--- src/rtl/adder_arbiter.sv ---
// adder_arbiter: one shared WIDTH-bit adder serving NREQ requesters.
// A rotating-priority arbiter picks one requester per cycle (combinational
// grant); the granted operands are summed and the result is registered
// together with the owner's index and a one-cycle valid pulse.
module adder_arbiter #(
  parameter int WIDTH = 32,
  parameter int NREQ  = 4
) (
  input  logic                  clk,
  input  logic                  rst,
  input  logic [NREQ-1:0]       req,
  input  logic [NREQ*WIDTH-1:0] a_in,
  input  logic [NREQ*WIDTH-1:0] b_in,
  input  logic                  stall,
  output logic [NREQ-1:0]       gnt,
  output logic                  res_valid,
  output logic [1:0]            res_id,
  output logic [WIDTH-1:0]      res
);

  // Priority pointer: index searched first in the next arbitration.
  logic [1:0]       ptr_r;

  // Arbitration results.
  logic [NREQ-1:0]  gnt_s;
  logic [1:0]       sel_s;
  logic             accept_s;
  logic [1:0]       cand_s;

  // Shared adder datapath.
  logic [WIDTH-1:0] a_sel_s;
  logic [WIDTH-1:0] b_sel_s;
  logic [WIDTH-1:0] sum_s;

  // Output registers.
  logic             res_valid_r;
  logic [1:0]       res_id_r;
  logic [WIDTH-1:0] res_r;

  // Rotating-priority search: first asserted req at or above ptr, wrapping.
  always_comb begin
    gnt_s    = {NREQ{1'b0}};
    sel_s    = 2'd0;
    accept_s = 1'b0;
    cand_s   = 2'd0;
    if (!rst && !stall) begin
      for (int k = 0; k < NREQ; k++) begin
        cand_s = ptr_r + k[1:0];
        if (!accept_s && req[cand_s]) begin
          gnt_s[cand_s] = 1'b1;
          sel_s         = cand_s;
          accept_s      = 1'b1;
        end else begin
          accept_s = accept_s;
        end
      end
    end else begin
      accept_s = 1'b0;
    end
  end

  // Operand mux in front of the single adder; carry out is discarded.
  always_comb begin
    a_sel_s = {WIDTH{1'b0}};
    b_sel_s = {WIDTH{1'b0}};
    for (int i = 0; i < NREQ; i++) begin
      if (sel_s == i[1:0]) begin
        a_sel_s = a_in[i*WIDTH +: WIDTH];
        b_sel_s = b_in[i*WIDTH +: WIDTH];
      end else begin
        a_sel_s = a_sel_s;
      end
    end
    sum_s = a_sel_s + b_sel_s;
  end

  // Pointer moves just past the requester that was accepted; holds otherwise.
  always_ff @(posedge clk) begin
    if (rst) begin
      ptr_r <= 2'd0;
    end else if (accept_s) begin
      ptr_r <= sel_s + 2'd1;
    end else begin
      ptr_r <= ptr_r;
    end
  end

  // Result registers: capture on accept, pulse valid, otherwise hold data.
  always_ff @(posedge clk) begin
    if (rst) begin
      res_valid_r <= 1'b0;
      res_id_r    <= 2'd0;
      res_r       <= {WIDTH{1'b0}};
    end else if (accept_s) begin
      res_valid_r <= 1'b1;
      res_id_r    <= sel_s;
      res_r       <= sum_s;
    end else begin
      res_valid_r <= 1'b0;
      res_id_r    <= res_id_r;
      res_r       <= res_r;
    end
  end

  assign gnt       = gnt_s;
  assign res_valid = res_valid_r;
  assign res_id    = res_id_r;
  assign res       = res_r;

endmodule

--- config.mk ---
export PLATFORM = sky130hd
export DESIGN_NAME = adder_arbiter
export DESIGN_NICKNAME = d
export VERILOG_FILES = /design/src/rtl/adder_arbiter.sv
export SDC_FILE = /design/constraint.sdc
export NUM_CORES = 1
export LEC_CHECK = 0
export ABC_CLOCK_PERIOD_IN_PS = 11400
export CELL_PAD_IN_SITES_DETAIL_PLACEMENT = 1
export CELL_PAD_IN_SITES_GLOBAL_PLACEMENT = 1
export CORE_MARGIN = 5
export CORE_UTILIZATION = 25
export CTS_CLUSTER_DIAMETER = 80
export CTS_CLUSTER_SIZE = 25
export DETAILED_ROUTE_END_ITERATION = 10
export GPL_TIMING_DRIVEN = 0
export PLACE_DENSITY_LB_ADDON = 0.12
export SYNTH_ARGS = -nofsm -noshare
export SYNTH_HDL_FRONTEND = slang
export SYNTH_SLANG_ARGS = --single-unit
--- constraint.sdc ---
create_clock -name clk -period 11.4 [get_ports clk]
set_input_delay 2.28 -clock clk [delete_from_list [all_inputs] [get_ports clk]]
set_output_delay 2.28 -clock clk [all_outputs]
set_load 0.05 [all_outputs]
==> reports/metrics.cfg <==
[outcome]
status=complete, no violations

[placed_design]
place.gp.congestion=0.8476
numPortBuffers=301
postPlaceCellArea_mm2=0.008527
dp_hpwl_um=25140

[global_route]
antenna_found_initial=3
grt_pass1_vias=7176
grt_pass1_wl_um=42000
overflow=0
grt_max_degree=12
grt.total_usage_pct=22.55

[job]
drv_cap=0

[clock_network]
cts-root-buf=clkbuf_16
cts_tree=yes
h-tree-depth=2
clk_latency_ps=280
clockBufferDepth=2
cts_buffers=5
cts-resized-gates=0
clkTransAtPathRegs_ps=60
cts_sinks=37
post_cts_buffers=0
hold_buffers=0

[sta]
fmax_mhz=114.6
relSlewSlack_pct=56.85
final.setup.tns_ps=0
finClkSkew_ps=8.293
finalSetupViolCount=0
hold_viol=0
fin_crit_sh_pct=76.54
rsz0062_at_grt=no
drv_slew=0
worstMarginPinSlew_ps=647.3
fin_crit_ps=8725

[critical_path]
worstSetupPathType=primary input to flop
rrSetupSlack_ps=4090
worst-path-stages=23
rr_startpoint=ptr_r[0]
worstPathMaxFanout=10
crit_required_ps=11620
reg2regPathDepth=28
start_kind=primary input
cp_top_family=compound AO/OA/AOI/OAI gates
timing.rr.end=res[30]
crit_path_end_kind=flop
slowest_delay_ps=610
cp_cell_sequence=clkdlybuf4s50_1, mux4_2, or4_1, a21oi_2, inv_1, ha_1, buf_2, nor2b_1, clkbuf_1, clkbuf_1, a22oi_1, nor2_1, a21oi_1, o21ai_0, ha_1, fa_1, a211oi_1, o21ai_2, a31oi_4, o21ai_1, a31oi_1, or4_1, nand3_1
critPathBufInv=5
arrival_ps=8940
crit_end=res[30]
worst_path_max_delay_cell=mux4_2
critPathLaunch=req[2]

[finish]
fin_util_pct=42.88
fillCellCount=2612
seqCellArea_um2=740.7
drive_gt1_share_pct=2.539
num-nets-final=1409
multi_input_area_mm2=0.004164
area_delta_synth_final_pct=68.17
final_area_mm2=0.008705

[die]
fp-row-count=52
io_pins=302
die_h_um=153.9
dieWidth_um=153.9
core-area_mm2=0.02030
dieArea_mm2=0.02368
start_util_pct=25.50

[drt]
drc=0
vias=7039
drt-pass1-iter-count=4
wire_per_inst_um=20.76
viasPerCell=5.119
ant_nets=0
wl_um=28550
drt_iter0_drc=285

[power]
power.density_mw_per_mm2=144.2
max-vdd-ir-drop_mv=0.05056
leakagePower_nw=3.282

[logic_synthesis]
synth_edf_count=0
seq_area_frac_synth_pct=14.31
netlist_area_mm2=0.005176
avgSynthCellArea_um2=6.519
synthDistinctLibCells=58
syn_inst=794
ys_async_sr_fraction_pct=0
synthFlopType=dfxtp_1
synth.net_count=1101
yosys_warnings=0
ys_seq_elements=37

[min_path]
min_path_cells=2
hp-class=flop to flop

==> per-stage QoR <==
| step | power (mW) | setup WS (ps) | hold slack (ps) | std cells |
|---|---|---|---|---|
| 5_1_grt | 1.343 | 2190 | 488.5 | 1374 |
| 2_1_floorplan | 0.7534 | 4595 | 636.7 | 794 |
| 3_3_place_gp | 1.084 | 2450 | 436.6 | 1365 |
| 3_5_place_dp | 1.094 | 2350 | 444.3 | 1365 |
| 4_1_cts | 1.261 | 2623 | 451.1 | 1373 |
| 6_report | 1.255 | 2675 | 448.5 | 1375 |
==> synthesized netlist by cell type (2+ instances only) <==
master,n,area [um2]
a21oi_2,2,17.52
nand2b_1,5,31.28
nand2_1,109,409.1
o21ai_1,5,25.02
dfxtp_1,37,740.7
or4_1,4,30.03
nor2b_1,5,31.28
nand4_1,13,81.33
a21oi_1,101,505.5
a22oi_1,67,503.0
ha_1,43,538.0
buf_1,4,15.01
nor3_1,6,30.03
buf_2,4,20.02
nor2_1,91,341.6
a31oi_1,3,18.77
inv_1,12,45.04
clkbuf_1,51,191.4
and2_1,2,12.51
a21boi_0,4,30.03
or3_1,4,25.02
xor2_1,17,148.9
o21a_1,3,22.52
xnor2_1,9,78.83
o31ai_1,6,45.04
nand3_1,7,35.03
a221oi_1,4,35.03
a21o_1,11,82.58
o21ai_0,111,555.5
nand3b_1,16,120.1
a211oi_1,4,30.03
o21ai_2,3,26.28
o211ai_1,3,22.52
mux4_2,3,67.56
and3_1,2,12.51
==> cells in the final DEF (no fill, tap or decap), types with 6 or more instances in the layout <==
cell / instances
o31ai_1: 6
nor2_1: 91
nand3_1: 7
nand3b_1: 16
a22oi_1: 67
a21o_1: 11
ha_1: 43
xnor2_1: 9
o21ai_0: 111
nand2_1: 109
xor2_1: 17
nor3_1: 6
inv_1: 12
clkdlybuf4s50_1: 301
dfxtp_1: 37
a21oi_1: 101
clkbuf_1: 52
nand4_1: 13
==> cell type report <==
type,count,share of cell area (%)
tap,270,3.881
inverter,12,0.5175
antenna,2,0.05750
timing repair buffer,301,34.61
clock inverter,1,0.3450
multi-input combinational,686,47.84
sequential,37,8.509
clock buffer,7,1.639
buffer,59,2.602
==> how the worst min path moves through the flow <==
stage / start / end / slack, ps
floorplan: ptr_r[1] / ptr_r[1] / 640
detailed placement: res[24] / res[24] / 440
global route: res[28] / res[28] / 490
finish: res[24] / res[24] / 450
CTS: res[24] / res[24] / 450
global placement: res[18] / res[18] / 440
==> registers in the layout (all words and copies together) (netlist names) <==
register	cells
res_valid	1
res	32
res_id	2
ptr_r	2
==> where the power goes <==
| part | internal, mW | switching, mW | total [mW] |
|---|---|---|---|
| sequential | 0.168 | 0.0231 | 0.191 |
| combinational | 0.350 | 0.552 | 0.902 |
| clock | 0.109 | 0.0535 | 0.163 |
| total | 0.627 | 0.628 | 1.26 |
==> metal layers <==
| layer | track usage (%) | up-vias | part of all wire (%) | wire (um) |
|---|---|---|---|---|
| met3 | 4.666 | 16 | 6.9 | 1962 |
| met5 | 0 | - | 0.046 | 13 |
| li1 | - | 3520 | - | - |
| met1 | 27.92 | 3292 | 42 | 12050 |
| met2 | 40.84 | 209 | 50 | 14240 |
| met4 | 3.827 | 2 | 0.98 | 281 |
==> worst reg2reg max path: cells and delay by family (launching register included) <==
kind | cells | cell delay [ps]
AO/OA/AOI/OAI | 13 | 2780
flip-flops | 1 | 420
buffers and inverters | 6 | 1780
adder cells (fa/ha/maj) | 4 | 1220
AND/OR/NAND/NOR | 5 | 1010
==> logic make-up after synthesis <==
family          share of synthesized area [%]
xor+xnor                                4.399
simple gates                            23.13
compound gates                          40.63
buf+inv                                 5.245
flops                                   14.31
mux                                     1.499
fa+ha+maj                               10.78
Note: power is estimated with default switching activity, not from simulation.
